### config.mk
export PLATFORM = sky130hd
export DESIGN_NAME = apb_mem_slave_flat
export DESIGN_NICKNAME = d
export VERILOG_FILES = /design/src/rtl/apb_mem_slave_if.sv /design/src/rtl/apb_mem_slave.sv /design/src/flat_wrapper.sv
export SDC_FILE = /design/constraint.sdc
export NUM_CORES = 2
export LEC_CHECK = 0
export ABC_AREA = 1
export CAP_MARGIN = 40
export CORE_ASPECT_RATIO = 0.9
export CORE_MARGIN = 2
export CORE_UTILIZATION = 40
export DETAILED_ROUTE_END_ITERATION = 10
export GPL_TIMING_DRIVEN = 0
export PLACE_DENSITY_LB_ADDON = 0.08
export SLEW_MARGIN = 20
export SYNTH_ARGS = -nofsm -noshare
export SYNTH_HDL_FRONTEND = slang
export SYNTH_SLANG_ARGS = --single-unit
### constraint.sdc
create_clock -name PCLK -period 106 [get_ports PCLK]
set_input_delay 10.6 -clock PCLK [delete_from_list [all_inputs] [get_ports PCLK]]
set_output_delay 10.6 -clock PCLK [all_outputs]
set_load 0.01 [all_outputs]
### src/rtl/apb_mem_slave_if.sv
// APB bus bundle for apb_mem_slave.
// The PSTRB lane strobes exist only when APB_PSTRB_EN is defined.
interface apb_mem_slave_if #(
    parameter int ADDR_W = 8,
    parameter int DATA_W = 32
);
    logic              PSEL;
    logic              PENABLE;
    logic              PWRITE;
    logic [ADDR_W-1:0] PADDR;
    logic [DATA_W-1:0] PWDATA;
`ifdef APB_PSTRB_EN
    logic [DATA_W/8-1:0] PSTRB;
`endif
    logic [DATA_W-1:0] PRDATA;
    logic              PREADY;
    logic              PSLVERR;

`ifdef APB_PSTRB_EN
    modport master (output PSEL, PENABLE, PWRITE, PADDR, PWDATA, PSTRB,
                    input  PRDATA, PREADY, PSLVERR);
    modport slave  (input  PSEL, PENABLE, PWRITE, PADDR, PWDATA, PSTRB,
                    output PRDATA, PREADY, PSLVERR);
`else
    modport master (output PSEL, PENABLE, PWRITE, PADDR, PWDATA,
                    input  PRDATA, PREADY, PSLVERR);
    modport slave  (input  PSEL, PENABLE, PWRITE, PADDR, PWDATA,
                    output PRDATA, PREADY, PSLVERR);
`endif
endinterface

### src/rtl/apb_mem_slave.sv
// Parametrised APB3 memory slave with wait states, PSLVERR on out-of-range or
// misaligned addresses, and saturating transfer statistics.
// Optional feature macro: APB_PSTRB_EN (byte-lane write strobes).
module apb_mem_slave #(
    parameter int ADDR_W      = 8,
    parameter int DATA_W      = 32,
    parameter int DEPTH       = 32,
    parameter int WAIT_CYCLES = 0,
    parameter int CNT_W       = 16
) (
    input  logic             PCLK,
    input  logic             PRESET,
    apb_mem_slave_if.slave   bus,
    output logic [CNT_W-1:0] wr_count,
    output logic [CNT_W-1:0] rd_count,
    output logic [CNT_W-1:0] err_count
);
    localparam int NB    = DATA_W / 8;
    localparam int LSB   = $clog2(NB);
    localparam int IDX_W = (DEPTH > 1) ? $clog2(DEPTH) : 1;
    localparam logic [3:0]       WAIT_LAST = 4'(WAIT_CYCLES);
    localparam logic [CNT_W-1:0] CNT_MAX   = '1;

    typedef enum logic {IDLE, ACCESS} state_t;

    state_t            state;
    logic [3:0]        wait_cnt;
    logic [DATA_W-1:0] mem [DEPTH];

    logic [ADDR_W-1:0] idx;
    logic [IDX_W-1:0]  widx;
    logic              misalign;
    logic              err;
    logic              active;
    logic              ready;
    logic [NB-1:0]     strb;

    // Word index and range check; the extra bit keeps DEPTH == 2^ADDR_W representable.
    assign idx  = bus.PADDR >> LSB;
    assign widx = idx[IDX_W-1:0];

    generate
        if (LSB > 0) begin : g_lanes
            assign misalign = |bus.PADDR[LSB-1:0];
        end else begin : g_no_lanes
            assign misalign = 1'b0;
        end
    endgenerate

    assign err = ({1'b0, idx} >= (ADDR_W+1)'(DEPTH)) || misalign;

`ifdef APB_PSTRB_EN
    assign strb = bus.PSTRB;
`else
    assign strb = '1;
`endif

    // Ready is combinational from the registered wait counter so that zero
    // wait states complete in the first access cycle; held low during reset.
    assign active      = bus.PSEL & bus.PENABLE;
    assign ready       = active && (wait_cnt == WAIT_LAST) && !PRESET;
    assign bus.PREADY  = ready;
    assign bus.PSLVERR = ready & err;
    assign bus.PRDATA  = (ready && !bus.PWRITE && !err) ? mem[widx] : '0;

    function automatic logic [CNT_W-1:0] sat_inc(input logic [CNT_W-1:0] v);
        return (v == CNT_MAX) ? v : v + CNT_W'(1);
    endfunction

    // Access-phase state machine: count wait states, clear on completion or abort.
    always_ff @(posedge PCLK or posedge PRESET) begin
        if (PRESET) begin
            state    <= IDLE;
            wait_cnt <= '0;
        end else if (!active || ready) begin
            // Completion, idle, or a master that dropped PSEL/PENABLE early.
            state    <= IDLE;
            wait_cnt <= '0;
        end else begin
            state    <= ACCESS;
            wait_cnt <= wait_cnt + 4'd1;
        end
    end

    // Memory: reset to an index pattern, byte-lane write on an error-free completion.
    always_ff @(posedge PCLK or posedge PRESET) begin
        if (PRESET) begin
            for (int i = 0; i < DEPTH; i++) begin
                mem[i] <= DATA_W'(i);
            end
        end else if (ready && bus.PWRITE && !err) begin
            for (int k = 0; k < NB; k++) begin
                if (strb[k]) begin
                    mem[widx][k*8 +: 8] <= bus.PWDATA[k*8 +: 8];
                end
            end
        end
    end

    // Statistics: exactly one saturating counter bumps per completed transfer.
    always_ff @(posedge PCLK or posedge PRESET) begin
        if (PRESET) begin
            wr_count  <= '0;
            rd_count  <= '0;
            err_count <= '0;
        end else if (ready) begin
            if (err) begin
                err_count <= sat_inc(err_count);
            end else if (bus.PWRITE) begin
                wr_count <= sat_inc(wr_count);
            end else begin
                rd_count <= sat_inc(rd_count);
            end
        end
    end
endmodule

### src/flat_wrapper.sv
// flat-port wrapper written by rule: the top's interface ports become plain ports
module apb_mem_slave_flat 
#(
    parameter int ADDR_W      = 8,
    parameter int DATA_W      = 32,
    parameter int DEPTH       = 32,
    parameter int WAIT_CYCLES = 0,
    parameter int CNT_W       = 16
)
  (PCLK, PRESET, wr_count, rd_count, err_count, bus_PSEL, bus_PENABLE, bus_PWRITE, bus_PADDR, bus_PWDATA, bus_PRDATA, bus_PREADY, bus_PSLVERR);
  apb_mem_slave_if #(.ADDR_W(ADDR_W), .DATA_W(DATA_W)) bus_i ();
  input  logic PCLK;
  input  logic PRESET;
  output logic [CNT_W-1:0] wr_count;
  output logic [CNT_W-1:0] rd_count;
  output logic [CNT_W-1:0] err_count;
  input wire logic [$bits(bus_i.PSEL)-1:0] bus_PSEL;
  input wire logic [$bits(bus_i.PENABLE)-1:0] bus_PENABLE;
  input wire logic [$bits(bus_i.PWRITE)-1:0] bus_PWRITE;
  input wire logic [$bits(bus_i.PADDR)-1:0] bus_PADDR;
  input wire logic [$bits(bus_i.PWDATA)-1:0] bus_PWDATA;
  output wire logic [$bits(bus_i.PRDATA)-1:0] bus_PRDATA;
  output wire logic [$bits(bus_i.PREADY)-1:0] bus_PREADY;
  output wire logic [$bits(bus_i.PSLVERR)-1:0] bus_PSLVERR;
  assign bus_i.PSEL = bus_PSEL;
  assign bus_i.PENABLE = bus_PENABLE;
  assign bus_i.PWRITE = bus_PWRITE;
  assign bus_i.PADDR = bus_PADDR;
  assign bus_i.PWDATA = bus_PWDATA;
  assign bus_PRDATA = bus_i.PRDATA;
  assign bus_PREADY = bus_i.PREADY;
  assign bus_PSLVERR = bus_i.PSLVERR;
  apb_mem_slave #(.ADDR_W(ADDR_W), .DATA_W(DATA_W), .DEPTH(DEPTH), .WAIT_CYCLES(WAIT_CYCLES), .CNT_W(CNT_W)) u_core (.PCLK(PCLK), .PRESET(PRESET), .bus(bus_i), .wr_count(wr_count), .rd_count(rd_count), .err_count(err_count));
endmodule
==> results.md <==
- Outcome: complete, no violations
- Critical Path Max Stage Delay: 700 ps
- Rel. slew slack: 0.350
- Ys flop type: dfrtp_1
- CP dominant cell by count: clkdlybuf4s50_1
- Hold Fails Final Rpt: 0
- CTS buffer count: about 120
- Antenna Violating Nets Remaining: 0
- Area after DPL: 53500 µm²
- Vias in the first global route: 42300
- Worst-Skew Late Latency: 760 ps
- Post-synth EDFFs: 0
- Setup Buffers After CTS: 0
- Clock sinks: about 1100
- Cell area power density: 16.2 nW/µm²
- WHS: 479 ps
- WS Path Type: in2out
- Worst-path fanout max: 10
- CP arrival: 15060 ps
- Final setup violation count: 0
- Critical path endpoint category: output port
- CTS H-tree depth: 3
- Critical-path cell list: clkdlybuf4s50_1 > inv_2 > nand2_1 > buf_2 > clkbuf_1 > buf_6 > o22ai_1 > o21ai_0 > nand3_1 > nor2_1 > clkdlybuf4s50_1
- Area share of the largest cell type after synthesis: 0.508
- Die height: 336 µm
- Placed Instances: between 8000 and 9000
- Core area: 121000 µm²
- Worst slew pin tran: 976 ps
- Final min period: 25660 ps
- Maximum clock insertion buffer count: 3
- Final TNS setup: 0 ps
- Drc violations: 0
- Fmax: 0.0390 GHz
- TritonRoute pass-1 iters: 6
- Die width: around 370 µm
- Final Slew Violations: 0
- I/O pin total: 127
- Drt initial violations: ~5500
- Cts repair resizes: 0
- CTS Hold Bufs: 0
- Largest net degree at the start of global routing: 99
- Worst setup slack after layout: between 80000 and 90000 ps
- RSZ-0062 raised after global routing: no
- Fraction of registers with async set/reset: 1.00
- CP required: 95400 ps
- Clock-pin slew on the worst setup and hold paths: approximately 60 ps
- I/O Buffers: 124
- Routed via count: 45500
- Static Leakage: 27.2 nW
- Final Wtd Congestion: 0.967
- Layout Area Growth over Synthesis: 17.4%
- Fin crit share: 0.242
- Register area share after synthesis: 0.550
- Peak VDD IR: 0.0132 mV
- Final layout net count: 6618
- GRT Util Overall: 0.326
- Synth Register Bits: 1076
- Routed wire length: slightly above 200 mm
- Area contributors post-synth: dfrtp_1 51%, nand2_1 16%, o21ai_0 11%
- Synth cell types: 30
- YS warnings: 0
- Layout Cells excl Fill: 8273
- Design Area, Final: 57700 µm²
- Core Rows: around 120
- Synth Cell Area: 49100 µm²
- Net Sw Power: 241 µW
- Post-DR vias/cell: 5.50
- Number of max-cap violations: 0
- Total die area: 126000 µm²
- Pre-CTS setup slack: 80620 ps
- Part of the power in registers: 0.448
- TritonCTS clock tree: yes
- Hold Path Class: reg2reg
- Setup Skew: 30.2 ps
- WL/cell: 24.9 µm
- Syn nets: 6288
- Switching part of the total power: 0.258
- Int Power: 692 µW
- Clock power frac: 0.466
- Synth Area per Inst: 7.87 µm²
- Comb power frac: 0.086
- Yosys top cell by area: dfrtp_1
- Initial antenna violation count: 4
- Startpoint Class: input pin
- CP max stage cell: clkdlybuf4s50_1
- First-pass GRT wire length: 298 mm
- Starting Density: 0.404
- Clk root buf: clkbuf_16
- HPWL Detailed: 156 mm
- Syn Inst Count: 6238
- Global route overflow: 0
- Layout cell share with drive strength beyond 1: 0.0708
- Tot Pwr: about 930 µW
- Utilization after layout: 0.475
placed cells by master, fill, tap and decap left out, types with 3 or more instances in the layout:
cell type,count
clkbuf_2,9
nand4_1,15
clkinv_2,21
xnor2_1,14
o21bai_1,62
a21oi_1,32
buf_6,53
clkdlybuf4s50_1,124
nand3_1,84
clkbuf_16,120
inv_1,268
buf_8,20
buf_1,57
dfrtp_1,996
o21ai_0,1043
inv_6,3
ha_1,5
clkbuf_8,30
clkbuf_1,336
o22ai_1,124
nor2_1,781
xor2_1,26
buf_16,12
diode_2,6
inv_2,5
o22a_1,31
nand2_1,2116
nand2_2,4
buf_2,90
bufinv_16,11
dfstp_2,80
nor3_1,25
o21ai_1,51
buf_4,4
clkinvlp_4,3
critical path: cells and delay by family:
kind                   cells  cell delay [ps]
AOI/OAI and AO/OA          2              760
buffers and inverters      6             2650
and+or+nand+nor            3             1010
final cells by class:
cell class                      instances  area (µm²)
Antenna cell                            6        15.0
Buffer                                464        1880
Clock buffer                          180        3530
Clock inverter                         39         500
Fill cell                           12500       63800
Inverter                              274        1040
Multi-Input combinational cell       4424       19200
Sequential cell                      1076       27000
Tap cell                             1599        2000
Timing Repair Buffer                  211        2480
power by group through the flow:
stage / Sequential, mW / Combinational [mW] / Clock, mW
after floorplan: 0.426 / 0.0400 / 0
after global placement: 0.426 / 0.0741 / 0
after detailed placement: 0.425 / 0.0786 / 0
after CTS: 0.418 / 0.0788 / 0.437
after global routing: 0.418 / 0.0860 / 0.455
final: 0.418 / 0.0799 / 0.434
state kept, by name (all words and copies together) (netlist names):
name and count:
u_core.mem 1024, u_core.wait_cnt 4, u_core.rd_count 16, u_core.err_count 16, u_core.wr_count 16
Yosys cell counts (3+ instances only):
library cell / instances
a21oi_1: 32
buf_1: 58
buf_2: 88
buf_4: 3
clkbuf_1: 314
dfrtp_1: 996
dfstp_2: 80
ha_1: 5
inv_1: 269
inv_2: 5
nand2_1: 2116
nand2_2: 4
nand3_1: 84
nand4_1: 15
nor2_1: 781
nor3_1: 25
o21ai_0: 1043
o21ai_1: 51
o21bai_1: 62
o22a_1: 31
o22ai_1: 124
xnor2_1: 14
xor2_1: 26
cells by family after synthesis:
logic type                 Yosys count  share of synthesized area
and+or+nand+nor                   3036                      0.237
DFF                               1076                      0.550
xor gates and xnor gates            40                    0.00713
adders and majority gates            5                    0.00127
buffers and inverters              738                     0.0589
AOI/OAI and AO/OA                 1343                      0.146
final timing paths:
| path | startpoint | endpoint | slack (ps) | cells past startpoint |
|---|---|---|---|---|
| max in group asynchronous | PRESET | u_core.mem[432] | 93120 | 7 |
| min in group asynchronous | PRESET | u_core.wait_cnt[3] | 10320 | 2 |
| max reg2reg | u_core.wait_cnt[0] | u_core.mem[626] | 102820 | 10 |
| max | bus_PADDR[2] | bus_PRDATA[5] | 80340 | 11 |
| min reg2reg | u_core.mem[513] | u_core.mem[513] | 480 | 2 |
| min | u_core.mem[513] | u_core.mem[513] | 480 | 2 |
per-layer routing:
| layer | routed length (µm) | share of wire | track usage | vias to the layer above |
|---|---|---|---|---|
| met5 | 24 | 0.00012 | 0 | - |
| met4 | 10100 | 0.049 | 0.144 | 4 |
| met3 | 18800 | 0.092 | 0.0649 | 360 |
| met2 | 85100 | 0.41 | 0.467 | 2051 |
| met1 | 91600 | 0.45 | 0.476 | 22600 |
| li1 | - | - | - | 20600 |
Note: power is estimated with default switching activity, not from simulation.
